===== src/rtl/wb_arbiter.sv =====
// Two-master, one-slave Wishbone classic arbiter with a bus-timeout watchdog.
// Master 0 is the cpu, master 1 the DMA/debug port. A grant is registered
// and held for the whole of the owner's cyc; an IDLE cycle always separates
// two owners. A stalled slave is cut off with a forced err so that no master
// can hang the shared bus.
//
// state | meaning
// ------+-----------------------------------------------------------
// IDLE  | no owner, slave side driven to 0, arbitration on cyc_i
// OWN0  | master 0 (cpu) owns the bus until m0_cyc_i drops
// OWN1  | master 1 (DMA/debug) owns the bus until m1_cyc_i drops

module wb_arbiter #(
  parameter int TIMEOUT_CYCLES = 255
) (
  input  logic        clk_i,
  input  logic        rst_ni,

  input  logic        m0_cyc_i,
  input  logic        m0_stb_i,
  input  logic        m0_we_i,
  input  logic [31:0] m0_adr_i,
  input  logic [3:0]  m0_sel_i,
  input  logic [31:0] m0_dat_i,
  output logic [31:0] m0_dat_o,
  output logic        m0_ack_o,
  output logic        m0_err_o,
  output logic        m0_rty_o,

  input  logic        m1_cyc_i,
  input  logic        m1_stb_i,
  input  logic        m1_we_i,
  input  logic [31:0] m1_adr_i,
  input  logic [3:0]  m1_sel_i,
  input  logic [31:0] m1_dat_i,
  output logic [31:0] m1_dat_o,
  output logic        m1_ack_o,
  output logic        m1_err_o,
  output logic        m1_rty_o,

  output logic        s_cyc_o,
  output logic        s_stb_o,
  output logic        s_we_o,
  output logic [31:0] s_adr_o,
  output logic [3:0]  s_sel_o,
  output logic [31:0] s_dat_o,
  input  logic [31:0] s_dat_i,
  input  logic        s_ack_i,
  input  logic        s_err_i,
  input  logic        s_rty_i,

  output logic [1:0]  grant_o,
  output logic        bus_timeout_o
);

  // Counter must hold the value TIMEOUT_CYCLES itself; keep at least one bit
  // so the watchdog-off build still elaborates.
  localparam int CW = (TIMEOUT_CYCLES > 0) ? $clog2(TIMEOUT_CYCLES + 1) : 1;
  localparam logic [CW-1:0] TC_LIMIT = CW'(TIMEOUT_CYCLES);
  localparam bit WD_ON = (TIMEOUT_CYCLES != 0);

  typedef enum logic [1:0] {
    IDLE = 2'd0,
    OWN0 = 2'd1,
    OWN1 = 2'd2
  } state_t;

  state_t        state;
  logic          last_owner;
  logic [1:0]    grant_q;
  logic [CW-1:0] stall_cnt;

  logic own0;
  logic own1;
  logic wd_fire;
  logic stalled;

  // While reset is held the whole bus goes quiet immediately, not one edge
  // later, so a reset mid-transfer never leaks a half cycle to the slave.
  assign own0 = rst_ni && (state == OWN0);
  assign own1 = rst_ni && (state == OWN1);

  // The watchdog fires in the cycle after the strobe has been visible and
  // unterminated for TIMEOUT_CYCLES consecutive cycles.
  assign wd_fire = WD_ON && (own0 || own1) && (stall_cnt == TC_LIMIT);

  assign stalled = s_stb_o && !(s_ack_i || s_err_i || s_rty_i);

  // Route the owner's request to the slave; cyc/stb are cut while the
  // watchdog is terminating the cycle.
  always_comb begin
    s_cyc_o = 1'b0;
    s_stb_o = 1'b0;
    s_we_o  = 1'b0;
    s_adr_o = '0;
    s_sel_o = '0;
    s_dat_o = '0;
    if (own0) begin
      s_cyc_o = m0_cyc_i && !wd_fire;
      s_stb_o = m0_stb_i && !wd_fire;
      s_we_o  = m0_we_i;
      s_adr_o = m0_adr_i;
      s_sel_o = m0_sel_i;
      s_dat_o = m0_dat_i;
    end else if (own1) begin
      s_cyc_o = m1_cyc_i && !wd_fire;
      s_stb_o = m1_stb_i && !wd_fire;
      s_we_o  = m1_we_i;
      s_adr_o = m1_adr_i;
      s_sel_o = m1_sel_i;
      s_dat_o = m1_dat_i;
    end
  end

  // Route slave terminations to the owner only; a timeout shows up as err.
  always_comb begin
    m0_ack_o = own0 && s_ack_i;
    m0_err_o = own0 && (s_err_i || wd_fire);
    m0_rty_o = own0 && s_rty_i;
    m1_ack_o = own1 && s_ack_i;
    m1_err_o = own1 && (s_err_i || wd_fire);
    m1_rty_o = own1 && s_rty_i;
  end

  assign m0_dat_o      = s_dat_i;
  assign m1_dat_o      = s_dat_i;
  assign bus_timeout_o = wd_fire;
  assign grant_o       = grant_q & {2{rst_ni}};

  // Ownership FSM: round-robin tie break on last_owner, grant held until
  // the owner drops cyc, then one IDLE cycle before the next owner.
  always_ff @(posedge clk_i) begin
    if (!rst_ni) begin
      state      <= IDLE;
      last_owner <= 1'b1;
      grant_q    <= 2'b00;
    end else begin
      case (state)
        IDLE: begin
          if (m0_cyc_i && (!m1_cyc_i || last_owner)) begin
            state      <= OWN0;
            last_owner <= 1'b0;
            grant_q    <= 2'b01;
          end else if (m1_cyc_i) begin
            state      <= OWN1;
            last_owner <= 1'b1;
            grant_q    <= 2'b10;
          end
        end
        OWN0: begin
          if (!m0_cyc_i) begin
            state   <= IDLE;
            grant_q <= 2'b00;
          end
        end
        OWN1: begin
          if (!m1_cyc_i) begin
            state   <= IDLE;
            grant_q <= 2'b00;
          end
        end
        default: begin
          state   <= IDLE;
          grant_q <= 2'b00;
        end
      endcase
    end
  end

  // Stall counter: counts consecutive unterminated strobe cycles. The fire
  // cycle drops stb, so the counter clears itself on the following edge.
  always_ff @(posedge clk_i) begin
    if (!rst_ni) begin
      stall_cnt <= '0;
    end else if (!WD_ON || (state == IDLE) || !stalled) begin
      stall_cnt <= '0;
    end else begin
      stall_cnt <= stall_cnt + CW'(1);
    end
  end

endmodule


===== config.mk =====
export PLATFORM = sky130hd
export DESIGN_NAME = wb_arbiter
export DESIGN_NICKNAME = d
export VERILOG_FILES = /design/src/rtl/wb_arbiter.sv
export SDC_FILE = /design/constraint.sdc
export NUM_CORES = 1
export LEC_CHECK = 0
export CORE_AREA = 2 2 124 126
export CTS_BUF_LIST = sky130_fd_sc_hd__clkbuf_16
export DETAILED_ROUTE_END_ITERATION = 8
export DIE_AREA = 0 0 126 128
export PLACE_DENSITY = 0.55
export SLEW_MARGIN = 20
export SYNTH_ARGS = -nofsm -noshare
export SYNTH_HDL_FRONTEND = slang
export SYNTH_SLANG_ARGS = --single-unit
export TNS_END_PERCENT = 50

===== constraint.sdc =====
create_clock -name clk_i -period 5.28 [get_ports clk_i]
set_clock_uncertainty 0.1 [all_clocks]
set_input_delay 1.056 -clock clk_i [delete_from_list [all_inputs] [get_ports clk_i]]
set_output_delay 1.056 -clock clk_i [all_outputs]
set_load 0.005 [all_outputs]

Word level (Yosys, flattened, before mapping). Cells that the tools add are included.

Register bits after elaboration: 11. Input port bits: 179.

Add/subtract/negate cells: 1. Eq/ne operators: 6. Mux-type cells: 19. Bitwise logic cells: 2. Reduce and logical (&&, ||, !) cells: 30.

Operator list (count): $mux W32 (4); $logic_and A1 B1 Y1 (15); $add A8 B1 Y8 const B (1); $eq A8 B8 Y1 const B (1); $mux W1 (8); $mux W2 (4); $mux W4 (2); $logic_or A1 B1 Y1 (6); $pmux W2 S3 (1); $logic_not A1 Y1 (4); $ne A2 B2 Y1 const B (2); $ne A3 B3 Y1 const B (1); $reduce_and A3 Y1 (1); $and A2 B2 Y2 (1); $eq A2 B1 Y1 const B (1); $eq A2 B2 Y1 const B (1); $logic_not A2 Y1 (1); $reduce_and A2 Y1 (1); $reduce_bool A2 Y1 (1); $reduce_or A2 Y1 (1); $not A1 Y1 (1).

Longest topological paths before layout. Gate-level depths: netlist (run 1).

Word-level depth: 12. Gate-level depth with buffers: 6. Gate-level depth less buffers: 4.

Least setup slack after synthesis (run 1). No wires, ideal clock.

Path kind: in2out. Start point: in rst_ni. End point: out s_adr_o[0]. Data arrival time: 1.871 ns. Required time: 4.124 ns. Slack: 2.253 ns. Stages: 5. Path buffers: 2. Cells stage by stage: and2_1 > nor2b_1 > buf_2 > buf_2 > a22o_1.

Cells in the longest elaborated chain, start to end: 3. Elaborated cells on any way between the ends: 4.

RTL lines: start: declaration (RTL line 17) `input logic rst_ni,`; $logic_and A1 B1 Y1 (RTL line 81) `assign own1 = rst_ni && (state == OWN1);`; $mux W32 (RTL line 105) `end else if (own1) begin`; $mux W32 * (RTL line 98) `if (own0) begin`; end: declaration (RTL line 44) `output logic [31:0] s_adr_o,`.

Mark *: on every way between the ends. The rest lies on a longest branch, timed or not.

Worst setup path in the final report (run 1).
Start point: in rst_ni. End point: out s_sel_o[3].

Cells in the longest elaborated chain, start to end: 3. Elaborated cells on any way between the ends: 4.

RTL lines: $logic_and A1 B1 Y1 (RTL line 81); $mux W4 (RTL line 105); $mux W4 * (RTL line 98); end: declaration (RTL line 45) `output logic [3:0] s_sel_o,`.

Marks and branches as above.

==> results.py, run 1 <==
metrics = {
    "status": {
        "status": "completed",
    },
    "timing": {
        "period_share": 0.8475,
        "clock.fmax_mhz": 223.5,
        "hold_viol": 0,
        "relSlewSlack": 0.6332,
        "drv_slew": 0,
        "finalSetupViolations": 0,
        "rsz0062_at_grt": "no",
        "min_period_ps": 4475,
        "setup-tns-final_ps": 0,
        "whs_ps": 408.6,
        "tightest_slew_ps": 550.2,
    },
    "floorplanning": {
        "core_area_mm2": 0.01486,
        "io_pins": 323,
        "rows": 45,
        "initial_utilization": 0.1189,
        "die_h_um": 128,
        "die_area_mm2": 0.01613,
        "die_w_um": 126,
    },
    "worst_setup_path": {
        "regToRegEndpoint": "stall_cnt[6]",
        "startpoint": "rst_ni",
        "cp-end-kind": "output pin",
        "critPathMaxFanout": 51,
        "crit_required_ps": 4120,
        "reg2reg_from": "grant_q[0]",
        "critPathKind": "primary input to output pin",
        "r2r_cells": 3,
        "cp-start-kind": "primary input",
        "crit_arrival_ps": 3320,
        "r2r_slack_ps": 3630,
    },
    "final_layout": {
        "nets": 550,
        "antenna_cells": 0,
        "final_common_cell": "clkdlybuf4s50_1",
        "final_cell_mix": "clkdlybuf4s50_1 (226), a22o_1 (69), dfxtp_1 (11), nor3_1 (6)",
        "area_delta_synth_final_pct": 115.5,
        "drive_gt1_frac": 0.02981,
        "fin_util": 0.2563,
    },
    "placement": {
        "io_buffers": 226,
        "hpwl_um": 7821,
        "gp_congestion": 0.9091,
    },
    "flow_run": {
        "drv_cap": 0,
    },
    "cts": {
        "cts_buffers": 3,
        "clock_latency_ps": 230,
        "holdBufCountCts": 0,
        "post_cts_buffers": 0,
        "path_clk_slew_ps": 40,
        "cts_tree": "yes",
        "cts-root-buf": "clkbuf_16",
        "cts_sinks": 11,
        "clock_path_buffers": 2,
        "htree_levels": 1,
        "cts_resized": 0,
    },
    "detailed_routing": {
        "detail-route-antenna-nets": 0,
        "via_per_inst": 4.083,
        "wire_per_inst_um": 17.30,
        "drtIter0Drc": 94,
        "totalWireLength_um": 9634,
        "vias": 2274,
        "drc": 0,
        "first_pass_iters": 4,
    },
    "synth": {
        "postSynthNetCount": 397,
        "synth_warnings": 0,
        "synth_ff_type": "dfxtp_1",
        "syn_area_per_cell_um2": 8.147,
        "synth_area_mm2": 0.001768,
        "synth_edf_count": 0,
        "synth_seq_cells": 11,
        "syn_inst": 217,
        "ys_types": 31,
        "synthArstFlopShare": 0,
        "synth_sequential_area_ratio": 0.1246,
    },
    "grt": {
        "grt_pass1_vias": 2216,
        "grt_max_degree": 52,
        "grt_pass1_wl_um": 13750,
        "antenna_found_initial": 0,
        "grt_use_total": 0.1068,
        "overflow": 0,
    },
    "power": {
        "vdd_ir_drop_max_mv": 0.1133,
        "p_leak_nw": 1.340,
        "p_total_mw": 0.4413,
        "power_density_mw_per_mm2": 115.8,
    },
    "worst_hold_path": {
        "min_to": "stall_cnt[5]",
        "hp-class": "flop to flop",
        "min_from": "stall_cnt[5]",
        "holdPathStages": 2,
    },
}
[flip-flops by register name, indices dropped and copies added, names as in the netlist]
signal	count
last_owner	1
grant_q	2
stall_cnt	8
[cell usage after synthesis, types with 3 or more instances]
| library cell | number | area (um2) |
|---|---|---|
| dfxtp_1 | 11 | 220.2 |
| nand3_1 | 4 | 20.02 |
| o21ai_0 | 4 | 20.02 |
| nor3_1 | 6 | 30.03 |
| buf_4 | 64 | 480.5 |
| a211oi_1 | 4 | 30.03 |
| inv_1 | 3 | 11.26 |
| or3_1 | 4 | 25.02 |
| buf_2 | 16 | 80.08 |
| a22o_1 | 69 | 604.3 |
| and2_1 | 4 | 25.02 |
[cell families (layout without fill, tap and decap cells)]
group | count (synthesis) | count (layout) | synth area share
AO/OA/AOI/OAI | 84 | 84 | 0.4027
adder cells (fa/ha/maj) | 1 | 1 | 0.007076
buffers and inverters | 85 | 237 | 0.3376
AND/OR/NAND/NOR | 32 | 32 | 0.1083
flip-flops | 11 | 11 | 0.1246
XOR/XNOR | 4 | 4 | 0.01982
[layout make-up]
type / instances / area [um2]
fill: 1586 / 11050
clock buffer: 3 / 75.07
timing repair buffer: 230 / 2305
sequential: 11 / 220.2
clock inverter: 1 / 3.754
inverter: 3 / 11.26
multi-input combinational: 121 / 959.7
tap: 188 / 235.2
[stage by stage]
step | instances | setup slack (ps) | cell area [um2]
4_1_cts | 557 | 764.2 | 3810
3_5_place_dp | 553 | 773.3 | 3731
2_1_floorplan | 217 | 2253 | 1768
6_report | 557 | 805.3 | 3810
5_1_grt | 557 | 682.8 | 3810
3_3_place_gp | 553 | 795.6 | 3731
[metal layers]
layer | wire length (um) | share of wire | global-route usage
met2 | 4721 | 0.49 | 0.1818
met1 | 3815 | 0.40 | 0.1330
met5 | 0 | 0 | 0
met4 | 59 | 0.0061 | 0.009696
met3 | 1038 | 0.11 | 0.04174
[worst max-delay path, stage by stage]
cell and delay, ps:
clkdlybuf4s50_1 570, and2_1 170, and2b_2 460, buf_12 290, a22o_1 180, clkdlybuf4s50_1 570
[power by group]
group	internal [mW]	total, mW	switching [mW]
Sequential	0.0851	0.0881	0.00296
Clock	0.0992	0.134	0.0347
Combinational	0.158	0.219	0.0613
Total	0.342	0.441	0.0989
[worst max-delay path by stage]
stage / endpoint / slack, ps / depth (start not counted)
CTS: s_sel_o[3] / 760 / 6
global route: s_sel_o[3] / 680 / 6
finish: s_sel_o[3] / 810 / 6
detailed placement: s_sel_o[3] / 770 / 6
global placement: s_sel_o[3] / 800 / 6
floorplan: s_adr_o[0] / 2250 / 5
Note: power is estimated with default switching activity, not from simulation.
==> run 2, diff against run 1 <==
- CORE_AREA: 2 2 124 126 -> 2 2 126 128
- DIE_AREA: 0 0 126 128 -> 0 0 128 130
- PLACE_DENSITY: 0.55 -> 0.56
- clock period: 5.28 -> 3.9 ns (I/O delays scaled with it)
==> run 2 against run 1 <==
Net effect:
- wire length increased by 25%
- non-clock buffer count increased by 2
- hold slack got worse by 5.8 ps
- largest cell class unchanged
==> results.py, run 2 (synthesized netlist as in run 1, its figures left out) <==
metrics = {
    "detailed_routing": {
        "detail-route-antenna-nets": 0,
        "drtIter0Drc": 89,
        "wire_per_inst_um": 21.40,
        "wl_met1_um": 5820,
        "drc": 0,
        "wl_met3_um": 1331,
        "vias": 2322,
        "wl_met2_um": 4809,
        "totalWireLength_um": 12050,
        "first_pass_iters": 4,
        "via_per_inst": 4.124,
        "topRoutingLayerUsed": "met4",
    },
    "timing": {
        "min_period_ps": 3731,
        "setup_ws_ps": 169.2,
        "tightest_slew_ps": 383.6,
        "setup-tns-final_ps": 0,
        "whs_ps": 402.8,
        "rsz0062_at_grt": "no",
        "finalSetupViolations": 0,
        "clock.fmax_mhz": 268.0,
        "period_share": 0.9566,
        "hold_viol": 0,
        "relSlewSlack": 0.7439,
        "drv_slew": 0,
    },
    "final_layout": {
        "drive_gt1_frac": 0.03774,
        "antenna_cells": 0,
        "top_register": "stall_cnt",
        "nets": 552,
        "final_cell_mix": "clkdlybuf4s50_1 (226), a22o_1 (69), dfxtp_1 (11), nor3_1 (6)",
        "fillers": 1671,
        "area_delta_synth_final_pct": 117.4,
        "final_common_cell": "clkdlybuf4s50_1",
        "largest_register_ffs": 8,
        "largestRegisters": "stall_cnt: 8 flops, grant_q: 2 flops, last_owner: 1 flops",
        "fin_area_mm2": 0.003844,
    },
    "placement": {
        "hpwl_um": 10230,
        "pre_cts_ws_ps": 201.9,
        "dpl_cell_area_mm2": 0.003764,
        "gp_congestion": 0.8183,
        "io_buffers": 226,
    },
    "power": {
        "p_leak_nw": 1.353,
        "power_density_mw_per_mm2": 162.1,
        "vdd_ir_drop_max_mv": 0.2054,
        "p_total_mw": 0.6229,
    },
    "grt": {
        "grt_pass1_wl_um": 15860,
        "overflow": 0,
        "grt_pass1_vias": 2257,
        "antenna_found_initial": 0,
        "grt_max_degree": 50,
        "grt_use_total": 0.1314,
    },
    "floorplanning": {
        "die_w_um": 128,
        "io_pins": 323,
        "die_h_um": 130,
        "rows": 46,
        "core_area_mm2": 0.01542,
        "initial_utilization": 0.1146,
        "die_area_mm2": 0.01664,
    },
    "worst_setup_path": {
        "critPathKind": "primary input to output pin",
        "crit_path_top_delay_cell": "clkdlybuf4s50_1",
        "critPathMaxFanout": 49,
        "cpPeakStageDelay_ps": 560,
        "cp-start-kind": "primary input",
        "cp_top_family": "buffers and inverters",
        "worst_path_most_repeated_cell": "clkdlybuf4s50_1",
        "critPathBufInv": 3,
        "path_cells": "clkdlybuf4s50_1, and2_1, nor2b_4, buf_12, a22o_1, clkdlybuf4s50_1",
        "cp-end-kind": "output pin",
        "crit_required_ps": 3020,
        "crit_arrival_ps": 2850,
    },
    "status": {
        "status": "completed",
    },
    "worst_hold_path": {
        "hp-class": "flop to flop",
    },
    "cts": {
        "post_cts_buffers": 0,
        "cts-root-buf": "clkbuf_16",
        "cts_sinks": 11,
        "path_clk_slew_ps": 40,
        "clock_latency_ps": 240,
        "cts_resized": 0,
        "holdBufCountCts": 0,
        "clock_path_buffers": 2,
        "cts_buffers": 3,
        "cts_tree": "yes",
        "htree_levels": 1,
    },
    "flow_run": {
        "drv_cap": 0,
    },
}
-- run 2: report_power, final --
| part | internal, mW | total, mW | switching, mW | leakage [nW] |
|---|---|---|---|---|
| Combinational | 0.216 | 0.308 | 0.0927 | 1.22 |
| Clock | 0.136 | 0.195 | 0.0586 | 0.0409 |
| Sequential | 0.115 | 0.119 | 0.00428 | 0.0892 |
-- run 2: metal layers --
layer / up-vias / GRT usage
met5: - / 0
li1: 1065 / -
met1: 1077 / 0.1928
met3: 7 / 0.04961
met4: 0 / 0.02069
met2: 173 / 0.1837
-- run 2: layout make-up --
cell class / instances / area (um2) / share of cell area
sequential: 11 / 220.2 / 0.05729
clock buffer: 3 / 75.07 / 0.01953
multi-input combinational: 121 / 959.7 / 0.2497
timing repair buffer: 232 / 2332 / 0.6068
inverter: 3 / 11.26 / 0.002930
clock inverter: 1 / 5.005 / 0.001302
tap: 192 / 240.2 / 0.06250
-- run 2: final timing paths --
check / start / endpoint / slack, ps / depth (start not counted)
worst max-delay path: rst_ni / s_adr_o[16] / 170 / 6
worst min-delay path: stall_cnt[5] / stall_cnt[5] / 400 / 2
worst max register to register: grant_q[0] / stall_cnt[6] / 2180 / 3
worst min register to register: stall_cnt[5] / stall_cnt[5] / 400 / 2
-- run 2: through the flow --
step                utilization  instances
finish                   0.2492        563
global route             0.2492        563
CTS                      0.2492        563
detailed placement       0.2440        559
global placement         0.2440        559
floorplan                     -        217
-- run 2: tightest hold or removal path: cells and delay by family, from the launching register on --
family,cells,cell delay (ps)
DFF,1,320
AOI/OAI and AO/OA,2,130
==> run 3, diff against run 2 <==
- PLACE_DENSITY: 0.56 -> not set
==> run 3 against run 2 <==
Net effect:
- power down 4.3%
- core utilization barely moved
- highest routed layer unchanged
- die area stayed put
- combinational power decreased by 4%
- fmax is 2.2% higher
- sequential share of layout area about the same
- cell area about the same
- global-route usage decreased by 4.1 points
- setup slack better by 79 ps
- largest power group unchanged
==> results.py, run 3 (synthesized netlist as in run 1, its figures left out) <==
metrics = {
    "status": {
        "status": "completed",
    },
    "timing": {
        "setup_ws_ps": 248.3,
        "drv_slew": 0,
        "clock.fmax_mhz": 273.8,
        "rsz0062_at_grt": "no",
        "hold_viol": 0,
        "relSlewSlack": 0.7200,
        "finalSetupViolations": 0,
        "period_share": 0.9363,
        "min_period_ps": 3652,
        "tightest_slew_ps": 416.9,
        "setup-tns-final_ps": 0,
    },
    "worst_setup_path": {
        "crit_arrival_ps": 2770,
        "cp-end-kind": "output pin",
        "critPathKind": "primary input to output pin",
        "cp-start-kind": "primary input",
        "crit_required_ps": 3020,
        "critPathMaxFanout": 60,
    },
    "flow_run": {
        "drv_cap": 0,
    },
    "detailed_routing": {
        "detail-route-antenna-nets": 0,
        "vias": 2216,
        "via_per_inst": 3.936,
        "wire_per_inst_um": 15.75,
        "drtIter0Drc": 78,
        "drc": 0,
        "totalWireLength_um": 8866,
        "first_pass_iters": 4,
    },
    "placement": {
        "dpl_cell_area_mm2": 0.003764,
        "pre_cts_ws_ps": 214.2,
        "hpwl_um": 7396,
        "gp_congestion": 0.7436,
        "io_buffers": 226,
        "dp.cells": 559,
    },
    "grt": {
        "antenna_found_initial": 0,
        "grt_max_degree": 61,
        "grt_use_total": 0.09055,
        "grt_pass1_wl_um": 12030,
        "grt_pass1_vias": 2169,
        "overflow": 0,
    },
    "final_layout": {
        "largest_register_ffs": 8,
        "regArea_um2": 220.2,
        "fin_area_mm2": 0.003842,
        "top_register": "stall_cnt",
        "antenna_cells": 0,
        "largestRegisters": "stall_cnt: 8 flops, grant_q: 2 flops, last_owner: 1 flops",
        "area_delta_synth_final_pct": 117.3,
        "nets": 552,
        "fillers": 1668,
        "final_cells": 563,
        "multi_input_area_um2": 959.7,
        "drive_gt1_frac": 0.03504,
        "final_cell_mix": "clkdlybuf4s50_1 (226), a22o_1 (69), dfxtp_1 (11), nor3_1 (6)",
        "final_common_cell": "clkdlybuf4s50_1",
    },
    "cts": {
        "cts-root-buf": "clkbuf_16",
        "cts_tree": "yes",
        "holdBufCountCts": 0,
        "clock_latency_ps": 240,
        "path_clk_slew_ps": 40,
        "clock_path_buffers": 2,
        "cts_sinks": 11,
        "cts_resized": 0,
        "htree_levels": 1,
        "cts_buffers": 3,
        "post_cts_buffers": 0,
    },
    "floorplanning": {
        "die_h_um": 130,
        "rows": 46,
        "die_area_mm2": 0.01664,
        "core_area_mm2": 0.01542,
        "die_w_um": 128,
        "io_pins": 323,
        "initial_utilization": 0.1146,
    },
    "power": {
        "vdd_ir_drop_max_mv": 0.1698,
        "p_leak_nw": 1.354,
        "p_total_mw": 0.5963,
        "power_density_mw_per_mm2": 155.2,
    },
    "worst_hold_path": {
        "hp-class": "flop to flop",
    },
}
==> run 3: cell count changes in the layout (fill, tap and decap cells not counted) <==
cell,change
clkinv_2,-1
inv_1,+1
==> run 3: critical path, stage by stage <==
cell and delay (ps):
clkdlybuf4s50_1 580, and2_1 180, nor2b_4 180, buf_12 260, a22o_1 220, clkdlybuf4s50_1 530
==> run 3: final timing paths <==
path	depth (start not counted)	endpoint	slack (ps)	startpoint
worst max-delay path	6	s_adr_o[3]	250	rst_ni
worst min register to register	2	stall_cnt[7]	400	stall_cnt[7]
worst min-delay path	2	stall_cnt[7]	400	stall_cnt[7]
worst max register to register	6	stall_cnt[6]	2130	stall_cnt[0]
==> run 3: power by group <==
group / internal, mW / switching [mW] / total (mW) / leakage, nW
combinational: 0.216 / 0.0810 / 0.297 / 1.22
sequential: 0.115 / 0.00418 / 0.120 / 0.0892
clock: 0.134 / 0.0461 / 0.180 / 0.0423
==> run 3: layout make-up <==
class,count,area share
flip-flops and latches,11,0.05731
well taps,192,0.06252
clock inverters,1,0.0009769
multi-input cells,121,0.2498
inverters,3,0.002931
clock buffers,3,0.01954
repair buffers,232,0.6070
==> run 3: through the flow <==
step	hold WS, ps	utilization
2_1_floorplan	366.2	-
3_3_place_gp	381.6	0.2440
3_5_place_dp	393.5	0.2440
4_1_cts	399.5	0.2491
5_1_grt	438.8	0.2491
6_report	395.1	0.2491
==> run 3: layer usage <==
metal  GRT usage  vias up  routed length, um
met4     0.01487        0                 56
met1      0.1216     1040               3731
li1            -     1063                  -
met5           0        -                  0
met3     0.02378        9                628
met2      0.1488      104               4449
==> RTL change 1, RTL diff (settings of run 2) <==
The parameter `TIMEOUT_CYCLES` goes from 255 to 510.
--- a/src/rtl/wb_arbiter.sv
+++ b/src/rtl/wb_arbiter.sv
@@ -11,7 +11,7 @@
 // OWN1  | master 1 (DMA/debug) owns the bus until m1_cyc_i drops
 
 module wb_arbiter #(
-  parameter int TIMEOUT_CYCLES = 255
+  parameter int TIMEOUT_CYCLES = 510
 ) (
   input  logic        clk_i,
   input  logic        rst_ni,
Formal check against the unedited RTL: no difference found for any inputs over 10 cycles, from zero or initial values and one cycle with rst_ni low; that may be too few to reach the edited logic, so the function may still have changed.
==> RTL change 1 against run 2 <==
- non-clock buffer count stayed put
- power increased by 0.96%
- clock power is 5% lower
- worst setup slack improved by 50 ps
- routed wire length down 4.6%
- sequential cell count up 1
- design area is 4.0% higher
- synthesized area up 7.5%
- die area stayed put
- sequential power rose by 9%
- worst hold slack got worse by 28 ps
- largest cell class unchanged
- largest power group unchanged
- highest routed layer is now met5
==> RTL change 1: results (changes against run 2) <==
* Maximum vdd drop at 0.000192 V (was 0.000205 V)
* Biggest area contributors in the synthesized netlist: sky130_fd_sc_hd__a22o_1 (32%), sky130_fd_sc_hd__buf_4 (25%), sky130_fd_sc_hd__dfxtp_1 (13%) (was sky130_fd_sc_hd__a22o_1 (34%), sky130_fd_sc_hd__buf_4 (27%), sky130_fd_sc_hd__dfxtp_1 (12%))
* Share of cells above drive strength 1 at 6.32% (was 3.77%)
* Number of antenna violations at the first check in global routing at 1 (was 0)
* Non-clock buffering overhead in the final layout at 59.0% (was 60.7%)
* Biggest registers after layout: stall_cnt (9), grant_q (2), last_owner (1) (was stall_cnt (8), grant_q (2), last_owner (1))
* Final nets at 562 (was 552)
* Last weighted congestion value of the routability-driven placer at 0.826 (was 0.818)
* Average routed wire per standard cell at 20.1 microns (was 21.4 microns)
* Cell variety after synth at 30 (was 31)
* Area Overhead vs Synth at 110% (was 117%)
* Clock Power Share at 29.5% (was 31.3%)
* Multi-Input Combinational at 128 (was 121)
* Final-layout fill cell count at 1646 (was 1671)
* Most common library cells after synthesis: sky130_fd_sc_hd__a22o_1 (69), sky130_fd_sc_hd__buf_4 (64), sky130_fd_sc_hd__buf_2 (16) (unchanged)
* Overall fraction of global-route tracks in use at 12.3% (was 13.1%)
* Internal Power at 478 uW (was 467 uW)
* Outcome: complete, no violations (unchanged)
* Compound-cell area share of the yosys netlist at 38.7% (was 40.3%)
* Worst setup slack after placement at 258 ps (was 202 ps)
* Critical path arrival at 2800 ps (was 2850 ps)
* Vias in the first global route at 2327 (was 2257)
* Sequential power share at 20.7% (was 19.2%)
* Number of cells in the finished layout apart from fillers at 572 (was 563)
* Placed wire-length estimate after detailed placement at 9450 microns (was 10200 microns)
[RTL change 1: cell types whose count changed after synthesis, moves of 2 or more]
| cell | run 2 | this run |
|---|---|---|
| sky130_fd_sc_hd__nand2_1 | 1 | 3 |
| sky130_fd_sc_hd__nor3_1 | 6 | 1 |
| sky130_fd_sc_hd__nor3_2 | 0 | 5 |
| sky130_fd_sc_hd__a21oi_1 | 1 | 3 |
| sky130_fd_sc_hd__and2b_1 | 2 | 0 |
| sky130_fd_sc_hd__a211oi_2 | 0 | 4 |
| sky130_fd_sc_hd__buf_6 | 1 | 3 |
| sky130_fd_sc_hd__a211oi_1 | 4 | 1 |
| sky130_fd_sc_hd__nor2b_1 | 2 | 5 |
[RTL change 1: final timing paths]
check             startpoint      endpoint  slack (ps)  cells after the start
setup / recovery      rst_ni    s_adr_o[5]         220                      6
hold / removal    last_owner    grant_q[0]         370                      2
setup reg to reg  grant_q[1]  stall_cnt[2]        2120                      3
hold reg to reg   last_owner    grant_q[0]         370                      2
[RTL change 1: layer usage]
| layer | GRT usage [%] | share of wire [%] | vias up |
|---|---|---|---|
| met5 | 0 | 0.096 | - |
| met4 | 1.16 | 0.35 | 2 |
| met3 | 4.06 | 10 | 6 |
| met2 | 19.5 | 44 | 152 |
| met1 | 16.8 | 45 | 1111 |
| li1 | - | - | 1090 |
[RTL change 1: worst max-delay path: stages]
cell and delay, ps:
sky130_fd_sc_hd__clkdlybuf4s50_1 580, sky130_fd_sc_hd__and2_1 190, sky130_fd_sc_hd__nor2b_4 210, sky130_fd_sc_hd__buf_12 220, sky130_fd_sc_hd__a22o_1 240, sky130_fd_sc_hd__clkdlybuf4s50_1 540
==> RTL change 2, RTL diff (config.mk and constraints of run 2) <==
Made on the original files. Encoding of `state_t`: now one-hot (3 bits for 3 states).
--- a/src/rtl/wb_arbiter.sv
+++ b/src/rtl/wb_arbiter.sv
@@ -59,10 +59,10 @@
   localparam logic [CW-1:0] TC_LIMIT = CW'(TIMEOUT_CYCLES);
   localparam bit WD_ON = (TIMEOUT_CYCLES != 0);
 
-  typedef enum logic [1:0] {
-    IDLE = 2'd0,
-    OWN0 = 2'd1,
-    OWN1 = 2'd2
+  typedef enum logic [2:0] {
+    IDLE = 3'b001,
+    OWN0 = 3'b010,
+    OWN1 = 3'b100
   } state_t;
 
   state_t        state;
Behaviour: same outputs for any inputs over 10 cycles, from zero or initial values and one cycle with rst_ni low; not proved beyond that.
==> RTL change 2 against run 2 <==
- sequential cell count increased by 1
- synthesized area up 12%
- sequential power up 15%
- critical endpoint is now s_dat_o[4]
- via count is 0.65% lower
- power down 9.2%
- sequential share of layout area grew 0.22 points
- core utilization increased by 1.3 points
- largest power group unchanged
- design area up 5.1%
- worst setup slack better by 30 ps
- register-to-register slack worse by 140 ps
- first-iteration DRC count rose by 100%
- routed wire length fell by 17%
==> RTL change 2: results (changes against run 2) <==
* Count of H-tree levels built during CTS at 1 (unchanged)
* Critical path arrival at 2820 ps (was 2850 ps)
* Hold EP: stall_cnt[0] (was stall_cnt[5])
* Worst-case register-to-register setup slack at 2040 ps (was 2180 ps)
* Pin count of the biggest net entering global routing at 73 (was 50)
* Global-route wire length before repair at 13500 microns (was 15900 microns)
* Max-slew headroom at 65.7% (was 74.4%)
* Sequential cell area fraction in the yosys report at 12.2% (was 12.5%)
* Last weighted congestion value of the routability-driven placer at 0.802 (was 0.818)
* Net switching power at 125 uW (was 156 uW)
* Syn_nets at 409 (was 397)
* Startpoint of the lowest-slack register-to-register path: state[2] (was grant_q[0])
* Overall fraction of global-route tracks in use at 10.7% (was 13.1%)
* Biggest registers after layout: stall_cnt (8), state (3), last_owner (1) (was stall_cnt (8), grant_q (2), last_owner (1))
* Number of search-and-repair iterations in the first detailed-routing pass at 3 (was 4)
* Number of cell instances on the worst register-to-register path at 4 (was 3)
* Via count of the routed design at 2307 (was 2322)
* Placed Cells incl. Taps at 570 (was 559)
* Capturing point of the worst reg2reg path: stall_cnt[7] (was stall_cnt[6])
* Launch instance of the worst min-delay path: stall_cnt[0] (was stall_cnt[5])
* Most common library cells after synthesis: sky130_fd_sc_hd__a22o_1 (69), sky130_fd_sc_hd__buf_4 (65), sky130_fd_sc_hd__dfxtp_1 (12) (was sky130_fd_sc_hd__a22o_1 (69), sky130_fd_sc_hd__buf_4 (64), sky130_fd_sc_hd__buf_2 (16))
* Initial drt markers at 180 (was 89)
* Worst Hold Margin at 398 ps (was 403 ps)
* Cell count after synthesis at 229 (was 217)
* Cell variety after synth at 45 (was 31)
* Maximum vdd drop at 0.000124 V (was 0.000205 V)
* Logic power comb at 240 uW (was 308 uW)
* Largest fanout on the critical path at 72 (was 49)
* Placed wire-length estimate after detailed placement at 8600 microns (was 10200 microns)
* Worst setup slack after placement at 161 ps (was 202 ps)
* Routed WL at 10000 microns (was 12000 microns)
* Outcome: complete, no violations (unchanged)
* Final nets at 563 (was 552)
* Hold Path Cell Cnt at 1 (was 2)
RTL change 2: how the worst max path moves through the flow:
stage / startpoint / to / slack [ps] / cells past startpoint
floorplan: rst_ni / m0_err_o / 1440 / 4
global placement: rst_ni / s_dat_o[4] / 150 / 6
detailed placement: rst_ni / s_dat_o[4] / 160 / 6
CTS: rst_ni / s_dat_o[4] / 160 / 6
global route: rst_ni / s_dat_o[12] / 100 / 6
finish: rst_ni / s_dat_o[4] / 200 / 6
RTL change 2: final cells by class:
class | count | area, sq um | share of cell area (%)
repair buffers | 232 | 2330 | 57.7
multi-input cells | 133 | 1150 | 28.4
flip-flops and latches | 12 | 240 | 5.94
well taps | 192 | 240 | 5.94
clock buffers | 3 | 75.1 | 1.86
clock inverters | 1 | 3.75 | 0.0929
inverters | 1 | 3.75 | 0.0929
RTL change 2: cells by family (layout without fill, tap and decap cells):
family,Yosys count,count (layout),synth area share (%)
fa+ha+maj,1,1,0.634
buf+inv,84,237,30.0
simple gates,42,42,17.5
compound gates,86,86,37.9
flops,12,12,12.2
xor+xnor,4,4,1.77
RTL change 2: critical path: stages:
cell	delay [ps]
sky130_fd_sc_hd__clkdlybuf4s50_1	520
sky130_fd_sc_hd__nand2b_2	110
sky130_fd_sc_hd__nor3b_2	260
sky130_fd_sc_hd__buf_12	290
sky130_fd_sc_hd__a22o_1	220
sky130_fd_sc_hd__clkdlybuf4s50_1	550
RTL change 2: layer usage:
layer  global-route usage [%]  routed length (microns)  vias up
li1                         -                        -     1111
met1                     11.2                     3640     1035
met2                     20.9                     5330      127
met3                     2.46                      754       34
met4                     3.56                      296        0
met5                        0                        0        -
RTL change 2: metrics by stage:
step	power, mW	cell area (sq um)
CTS	0.574	4040
global route	0.591	4040
global placement	0.380	3960
floorplan	0.238	1970
finish	0.565	4040
detailed placement	0.381	3960
